### config.mk
export PLATFORM = sky130hd
export DESIGN_NAME = simple_bus_master_ctrl
export DESIGN_NICKNAME = d
export VERILOG_FILES = /design/src/rtl/simple_bus_master_ctrl.sv
export SDC_FILE = /design/constraint.sdc
export NUM_CORES = 1
export LEC_CHECK = 0
export ABC_CLOCK_PERIOD_IN_PS = 2680
export BUFFER_PORTS_ARGS = -buffer_cell sky130_fd_sc_hd__buf_2
export CAP_MARGIN = 5
export CORE_ASPECT_RATIO = 1.75
export CORE_MARGIN = 3
export CORE_UTILIZATION = 51
export DETAILED_ROUTE_END_ITERATION = 6
export PLACE_DENSITY = 0.74
export RECOVER_POWER = 50
export SYNTH_ARGS = -nofsm -noshare
export SYNTH_HDL_FRONTEND = slang
export SYNTH_SLANG_ARGS = --single-unit
### constraint.sdc
create_clock -name clk -period 2.68 [get_ports clk]
set_clock_uncertainty 0.1 [all_clocks]
set_input_delay 0.134 -clock clk [delete_from_list [all_inputs] [get_ports clk]]
set_output_delay 0.134 -clock clk [all_outputs]
set_load 0.05 [all_outputs]
### src/rtl/simple_bus_master_ctrl.sv
// simple_bus_master_ctrl: buffers core read/write commands in a FIFO and runs them one at a time on simple_bus
// Each command gets exactly one response, returned in command order.
module simple_bus_master_ctrl #(
    parameter int AW         = 8,
    parameter int DW         = 8,
    parameter int FIFO_DEPTH = 4,
    parameter int TIMEOUT    = 15
) (
    input  logic          clk,
    input  logic          rst,
    input  logic          cmd_valid,
    output logic          cmd_ready,
    input  logic [1:0]    cmd_mode,
    input  logic [AW-1:0] cmd_addr,
    input  logic [DW-1:0] cmd_wdata,
    output logic          rsp_valid,
    input  logic          rsp_ready,
    output logic [DW-1:0] rsp_rdata,
    output logic          rsp_err,
    output logic          bus_req,
    input  logic          bus_gnt,
    output logic [AW-1:0] bus_addr,
    output logic [1:0]    bus_mode,
    output logic          bus_start,
    input  logic          bus_rdy,
    output logic [DW-1:0] bus_data_out,
    output logic          bus_data_oe,
    input  logic [DW-1:0] bus_data_in,
    output logic          busy
);
    localparam int PW = $clog2(FIFO_DEPTH);
    localparam int CW = PW + 1;
    localparam int TW = $clog2(TIMEOUT + 1);

    typedef enum logic [2:0] {S_IDLE, S_REQ, S_START, S_WAIT, S_RESP} state_t;

    state_t              r_state, w_next;
    logic [DW+AW+1:0]    r_mem [FIFO_DEPTH];
    logic [PW-1:0]       r_wr_ptr, r_rd_ptr;
    logic [CW-1:0]       r_count;
    logic                r_full;
    logic [AW-1:0]       r_addr;
    logic [1:0]          r_mode;
    logic [DW-1:0]       r_wdata, r_rdata;
    logic                r_err;
    logic [TW-1:0]       r_timer;
    logic                w_push, w_pop, w_timeout, w_timed;
    logic [CW-1:0]       w_count_next;
    logic [1:0]          w_head_mode;
    logic [AW-1:0]       w_head_addr;
    logic [DW-1:0]       w_head_wdata;

    assign w_push       = cmd_valid && !r_full;
    assign w_pop        = (r_state == S_IDLE) && (r_count != '0);
    assign w_count_next = r_count + CW'(w_push) - CW'(w_pop);
    assign w_timeout    = r_timer == TW'(TIMEOUT - 1);
    assign w_timed      = (r_state == S_REQ) || (r_state == S_WAIT);
    assign {w_head_mode, w_head_addr, w_head_wdata} = r_mem[r_rd_ptr];

    always_ff @(posedge clk) begin
        if (w_push) r_mem[r_wr_ptr] <= {cmd_mode, cmd_addr, cmd_wdata};
    end

    // Full flag is registered so cmd_ready never depends on a same-cycle pop.
    always_ff @(posedge clk or posedge rst) begin
        if (rst) begin
            r_wr_ptr <= '0;
            r_rd_ptr <= '0;
            r_count  <= '0;
            r_full   <= 1'b0;
        end else begin
            r_wr_ptr <= r_wr_ptr + PW'(w_push);
            r_rd_ptr <= r_rd_ptr + PW'(w_pop);
            r_count  <= w_count_next;
            r_full   <= w_count_next == CW'(FIFO_DEPTH);
        end
    end

    always_ff @(posedge clk or posedge rst) begin
        if (rst) r_state <= S_IDLE;
        else     r_state <= w_next;
    end

    always_comb begin
        w_next = r_state;
        case (r_state)
            S_IDLE:  if (w_pop) w_next = w_head_mode[1] ? S_RESP : S_REQ;
            S_REQ:   if (bus_gnt) w_next = S_START; else if (w_timeout) w_next = S_RESP;
            S_START: w_next = S_WAIT;
            S_WAIT:  if (bus_rdy || w_timeout) w_next = S_RESP;
            S_RESP:  if (rsp_ready) w_next = S_IDLE;
            default: w_next = S_IDLE;
        endcase
    end

    always_ff @(posedge clk or posedge rst) begin
        if (rst) begin
            r_addr  <= '0;
            r_mode  <= '0;
            r_wdata <= '0;
            r_rdata <= '0;
            r_err   <= 1'b0;
            r_timer <= '0;
        end else begin
            if (w_next != r_state) r_timer <= '0;
            else if (w_timed && r_timer != TW'(TIMEOUT)) r_timer <= r_timer + TW'(1);
            if (w_pop) begin
                r_addr  <= w_head_addr;
                r_mode  <= w_head_mode;
                r_wdata <= w_head_wdata;
                r_rdata <= '0;
                r_err   <= w_head_mode[1];
            end
            if (r_state == S_REQ && !bus_gnt && w_timeout) r_err <= 1'b1;
            if (r_state == S_WAIT && bus_rdy) r_rdata <= (r_mode == 2'b00) ? bus_data_in : '0;
            else if (r_state == S_WAIT && w_timeout) r_err <= 1'b1;
        end
    end

    always_comb begin
        bus_req      = (r_state == S_REQ) || (r_state == S_START) || (r_state == S_WAIT);
        bus_addr     = bus_req ? r_addr : '0;
        bus_mode     = bus_req ? r_mode : '0;
        bus_start    = r_state == S_START;
        bus_data_oe  = ((r_state == S_START) || (r_state == S_WAIT)) && (r_mode == 2'b01);
        bus_data_out = bus_data_oe ? r_wdata : '0;
        rsp_valid    = r_state == S_RESP;
        rsp_rdata    = rsp_valid ? r_rdata : '0;
        rsp_err      = rsp_valid && r_err;
        cmd_ready    = !r_full;
        busy         = (r_count != '0) || (r_state != S_IDLE);
    end
endmodule
* Word level (Yosys, flattened, before mapping) *
Memory sizes are Yosys's and may differ from the RTL's.
Index checks and enable logic that the tools add are counted.
Widths: inputs -> output; s select.

cells by class
  reduce and logical (&&, ||, !) cells = 23
  mux-type cells = 22
  add/subtract/negate cells = 5
  equal/unequal tests = 9

operators with widths
  kind                 count
  $mux 8               6
  $mux 3               6
  $pmux 3 s5           1
  $logic_and 1x1->1    9
  $mux 4               2
  $eq 3x2->1 const B   2
  $eq 3x3->1 const B   2
  $logic_or 1x1->1     6
  $mux 1               6
  $reduce_bool 3->1    2
  $add 2x1->2          2
  $add 4x1->4 const B  1
  $eq 4x4->1 const B   1
  $ne 4x4->1 const B   1
  $reduce_bool 2->1    2
  $add 3x1->3          1
  $eq 3x1->1 const B   1
  $logic_not 3->1      1
  $ne 3x3->1           1
  $sub 3x1->3          1
  $eq 2x1->1 const B   1
  $logic_not 1->1      2
  $logic_not 2->1      1
  $mux 2               1

word-level totals
  register bits after elaboration = 42
  output and inout port bits = 33
  memories = 1
  RAM bits = 72
  input port bits = 32
  logic and storage cells = 71

memories
  memory  depth  bits a word  read ports  clocked after Yosys merged registers in  write ports  line  source
  r_mem   4      18           1           0                                        1            38    logic [DW+AW+1:0] r_mem [FIFO_DEPTH];

* Longest topological paths before layout *
  depth after elaboration = 6
  mapped depth = 12
  gate-level depth less buffers = 10

* Least setup slack after synthesis *
Ideal clock, no wire load.

  path kind = register -> register
  from = register r_full
  to = memory r_mem[1][0] (netlist name), enable pin
  slack = -121 ps
  arrival time = 2281 ps
  required time = 2160 ps
  period minus slack after synthesis = 2801 ps
  stages on the path, launching flop included = 4
  cell sequence = dfrtp_1 > inv_1 > nand2_1 > nor3b_1

between the ends
  longest elaborated chain between the ends = 4

RTL lines
  element                       line  source
  start: declaration            41    logic r_full;
  start signal: assignment      75    r_full <= w_count_next == CW'(FIFO_DEPTH);
  $logic_not 1->1               -
  via cmd_ready                 12    output logic cmd_ready,
  $logic_and 1x1->1             53    assign w_push = cmd_valid && !r_full;
  $mux 1                        61    if (w_push) r_mem[r_wr_ptr] <= {cmd_mode, cmd_addr, cmd_wdata};
  $mux 1 (not written as such)  61
  end: declaration              38

The timed path passes the listed nets, and every way through them passes these cells.

* Worst setup path after layout *
  from = register r_count[2]
  to = register r_full

between the ends
  longest elaborated chain between the ends = 4

RTL lines
  element                                              line  source
  start: declaration                                   40    logic [CW-1:0] r_count;
  start signal: assignment                             74    r_count <= w_count_next;
  branches (longest 2 deep; another with $add 3x1->3)  -
  $sub 3x1->3 *                                        55    assign w_count_next = r_count + CW'(w_push) - CW'(w_pop);
  via w_count_next[2]                                  48    logic [CW-1:0] w_count_next;
  $eq 3x3->1 *                                         75

Mark *: on every way through the listed nets, which the timed path passes.
A chain may end at the register's enable or synchronous reset.

==> flow_metrics.tcl <==
set metrics [dict create \
    synthCells 275 \
    dr.pass1.iters 4 \
    clock_sinks 114 \
    cap_violations 0 \
    power_density_nw_per_um2 1247 \
    rrSetupSlack_ps 90 \
    grt_max_degree 24 \
    min_path_cells 3 \
    clock_latency_ps 400 \
    slew_headroom_pct 20.88 \
    antenna_found_initial 0 \
    initial_core_util_pct 52.57 \
    die_x_um 79.19 \
    routed_wirelength_um 9171 \
    n_antenna_cell 0 \
    rr_startpoint "r_count[2]$_DFF_PP0_" \
    synth-edff-count 72 \
    grt_pass1_vias 2938 \
    ys.flop_type "edfxtp_1" \
    stdcell_count 523 \
    drive_gt1_share_pct 32.51 \
    cts_buffers 17 \
    synthXorXnorAreaFrac_pct 0.7328 \
    min_from "bus_rdy" \
    power.switching_mw 2.525 \
    cts-root-buf "clkbuf_16" \
    p_int_mw 5.195 \
    synth_compound_area_share_pct 4.815 \
    hp-class "in2reg" \
    ys.warnings.count 0 \
    synth_top_family_by_area "multiplexers" \
    routedWlPerCell_um 17.54 \
    syn_avg_cell_area_um2 17.38 \
    vias 2763 \
    gp_congestion 0.7384 \
    synthArstFlopShare_pct 36.84 \
    status "complete, no violations" \
    worstHoldEndpoint "r_state[2]$_DFF_PP0_" \
    synth_cell_types 48 \
    finish.utilization_pct 68.08 \
    ios 65 \
    crit_required_ps 2900 \
    finalPower_mw 7.720 \
    p_leak_nw 2.533 \
    min_period_ps 2590 \
    num_rows 46 \
    areaGrowthSynthToFinish_pct 29.49 \
    swShare_pct 32.71 \
    start_kind "flip-flop" \
    worst-setup-path-type "reg2reg" \
    fp.dieH_um 134.1 \
    hpwl_um 5919 \
    r2r-end "r_full$_DFF_PP0_" \
    finalCritPeriodShare_pct 96.64 \
    core_area_um2 9094 \
    critPathCaptureType "flip-flop" \
    synth_mux_area_share_pct 13.79 \
    syn_area_um2 4781 \
    fmax_mhz 386.1 \
    synthAdderAreaFrac_pct 1.989 \
    routed_via_density 5.283 \
    portBuffers 64 \
    overflow 0 \
    dp.cells 461 \
    synthSimpleGateAreaFrac_pct 8.846 \
    drc 0 \
    dp_slack_ps 24.40 \
    path_max_fanout 4 \
    worst_pin_slew_ps 1187 \
    worst_slack_ps 90.09 \
    cts_buffer_depth 2 \
    hold_ws_ps 35.59 \
    cts_tree "built" \
    max-vdd-ir-drop_uv 813.8 \
    synth_seq_area_share_pct 67.21 \
    fin_setup_tns_ps 0 \
    fill_cells 700 \
    pwr-share-clk_pct 30.9 \
    die_area_um2 10620 \
    power_frac_comb_pct 34.5 \
    drtAntennaViolNets 0 \
    synth-seq-cells 114 \
    place_area_um2 5276 \
    fin_nets 429 \
    finalHoldViolations 0 \
    grt_usage_pct 19.34 \
    slew_viol_final 0 \
    cts.clk_slew.worst_paths_ps 50 \
    reg2regPathDepth 10 \
    critPathArrivalTime_ps 2810 \
    grt_first_pass_wirelength_um 15060 \
    stdcell_area_um2 6191 \
    htreeDepth 4 \
    syn-num-nets 314 \
    drtIter0Drc 93 \
    sequentialPowerShare_pct 34.6 \
    setup_viol 0 \
]
logic make-up (layout without fill, tap and decap cells):
| kind of cell | after synthesis | count (layout) |
|---|---|---|
| AOI/OAI and AO/OA | 27 | 27 |
| xor gates and xnor gates | 4 | 4 |
| adders and majority gates | 7 | 7 |
| buffers and inverters | 22 | 150 |
| DFF | 114 | 114 |
| muxes | 36 | 36 |
| and+or+nand+nor | 65 | 65 |
registers in the layout, indices dropped and copies added, names as in the netlist, 3 cells and up:
signal	count
r_rdata	8
r_state	3
r_mem	72
r_timer	4
r_addr	8
r_count	3
r_wdata	8
power groups by stage:
stage	clock network (mW)	registers [mW]	logic, mW
after global placement	0	2.67	2.52
after floorplan	0	2.55	2.14
after global routing	2.53	2.73	2.87
after CTS	2.44	2.67	2.65
final	2.39	2.67	2.66
after detailed placement	0	2.70	2.59
placed cells by master, fill, tap and decap left out, types with 5 or more instances in the layout:
cell type      synthesis  layout
mux4_2                14      14
nand2_1                7       7
and2_1                18      18
and3_1                12      12
clkbuf_1               2      21
buf_2                  5      45
bufinv_16              0       5
ha_1                   6       6
buf_4                  0      11
edfxtp_1              72      72
dlygate4sd3_1          0      29
mux2_4                10      10
clkbuf_16              0      17
dfrtp_1               42      42
inv_1                 11      10
nand3_1                5       5
mux2_2                 7       7
a22o_1                 8       8
layout make-up:
class | count | area, um2 | share of cell area [%]
inverter | 12 | 50.05 | 0.8084
tap | 120 | 150.1 | 2.425
clock inverter | 15 | 214.0 | 3.456
clock buffer | 17 | 425.4 | 6.871
timing repair buffer | 106 | 676.9 | 10.93
sequential | 114 | 3213 | 51.90
multi-input combinational | 139 | 1461 | 23.61
worst max path at each step:
stage	cells past startpoint	from	slack (ps)	endpoint
detailed placement	10	r_count[2]$_DFF_PP0_	20	r_full$_DFF_PP0_
CTS	10	r_count[2]$_DFF_PP0_	20	r_full$_DFF_PP0_
global placement	10	r_count[2]$_DFF_PP0_	210	r_full$_DFF_PP0_
finish	10	r_count[2]$_DFF_PP0_	90	r_full$_DFF_PP0_
floorplan	3	r_full$_DFF_PP0_	10	r_mem[0][0]$_DFFE_PP_
global route	10	r_count[2]$_DFF_PP0_	-6	r_full$_DFF_PP0_
Yosys cell counts (2+ instances only):
| cell | n | area (um2) |
|---|---|---|
| and2_1 | 18 | 112.6 |
| xor2_1 | 3 | 26.28 |
| dfrtp_1 | 42 | 1051 |
| clkbuf_1 | 2 | 7.510 |
| nor3b_1 | 3 | 22.52 |
| nand2_1 | 7 | 26.28 |
| mux2_4 | 10 | 150.1 |
| mux4_1 | 4 | 105.1 |
| mux4_2 | 14 | 315.3 |
| nor2_1 | 5 | 18.77 |
| and3_1 | 12 | 75.07 |
| nand2b_1 | 4 | 25.02 |
| nor3_1 | 2 | 10.01 |
| edfxtp_1 | 72 | 2162 |
| a2bb2oi_2 | 2 | 30.03 |
| mux2_2 | 7 | 78.83 |
| buf_6 | 2 | 22.52 |
| a211oi_1 | 2 | 15.01 |
| nand3_1 | 5 | 25.02 |
| buf_2 | 5 | 25.02 |
| a22o_1 | 8 | 70.07 |
| a21oi_1 | 4 | 20.02 |
| o221ai_1 | 2 | 17.52 |
| inv_1 | 11 | 41.29 |
| ha_1 | 6 | 75.07 |
layer usage:
metal / GRT usage [%] / part of all wire (%) / vias to the layer above
li1: - / - / 1294
met1: 20.70 / 36 / 1395
met2: 34.90 / 58 / 63
met3: 5.376 / 3.5 / 11
met4: 8.413 / 1.6 / 0
met5: 0 / 0 / -
worst max-delay path: stages, from the launching register on:
cell and delay (ps):
dfrtp_1 410, or3_4 430, nand2_4 100, inv_6 30, ha_1 270, inv_1 40
ha_1 190, fa_1 380, xor2_1 160, xnor2_1 210, nor3b_2 190
what timing repair did:
action	4_1_cts	5_1_grt
resized for setup	0	3
hold endpoints to repair	104	0
setup endpoints to repair	0	12
hold buffers	29	0
setup buffers	0	1
Power figures use the tool's default switching activity.
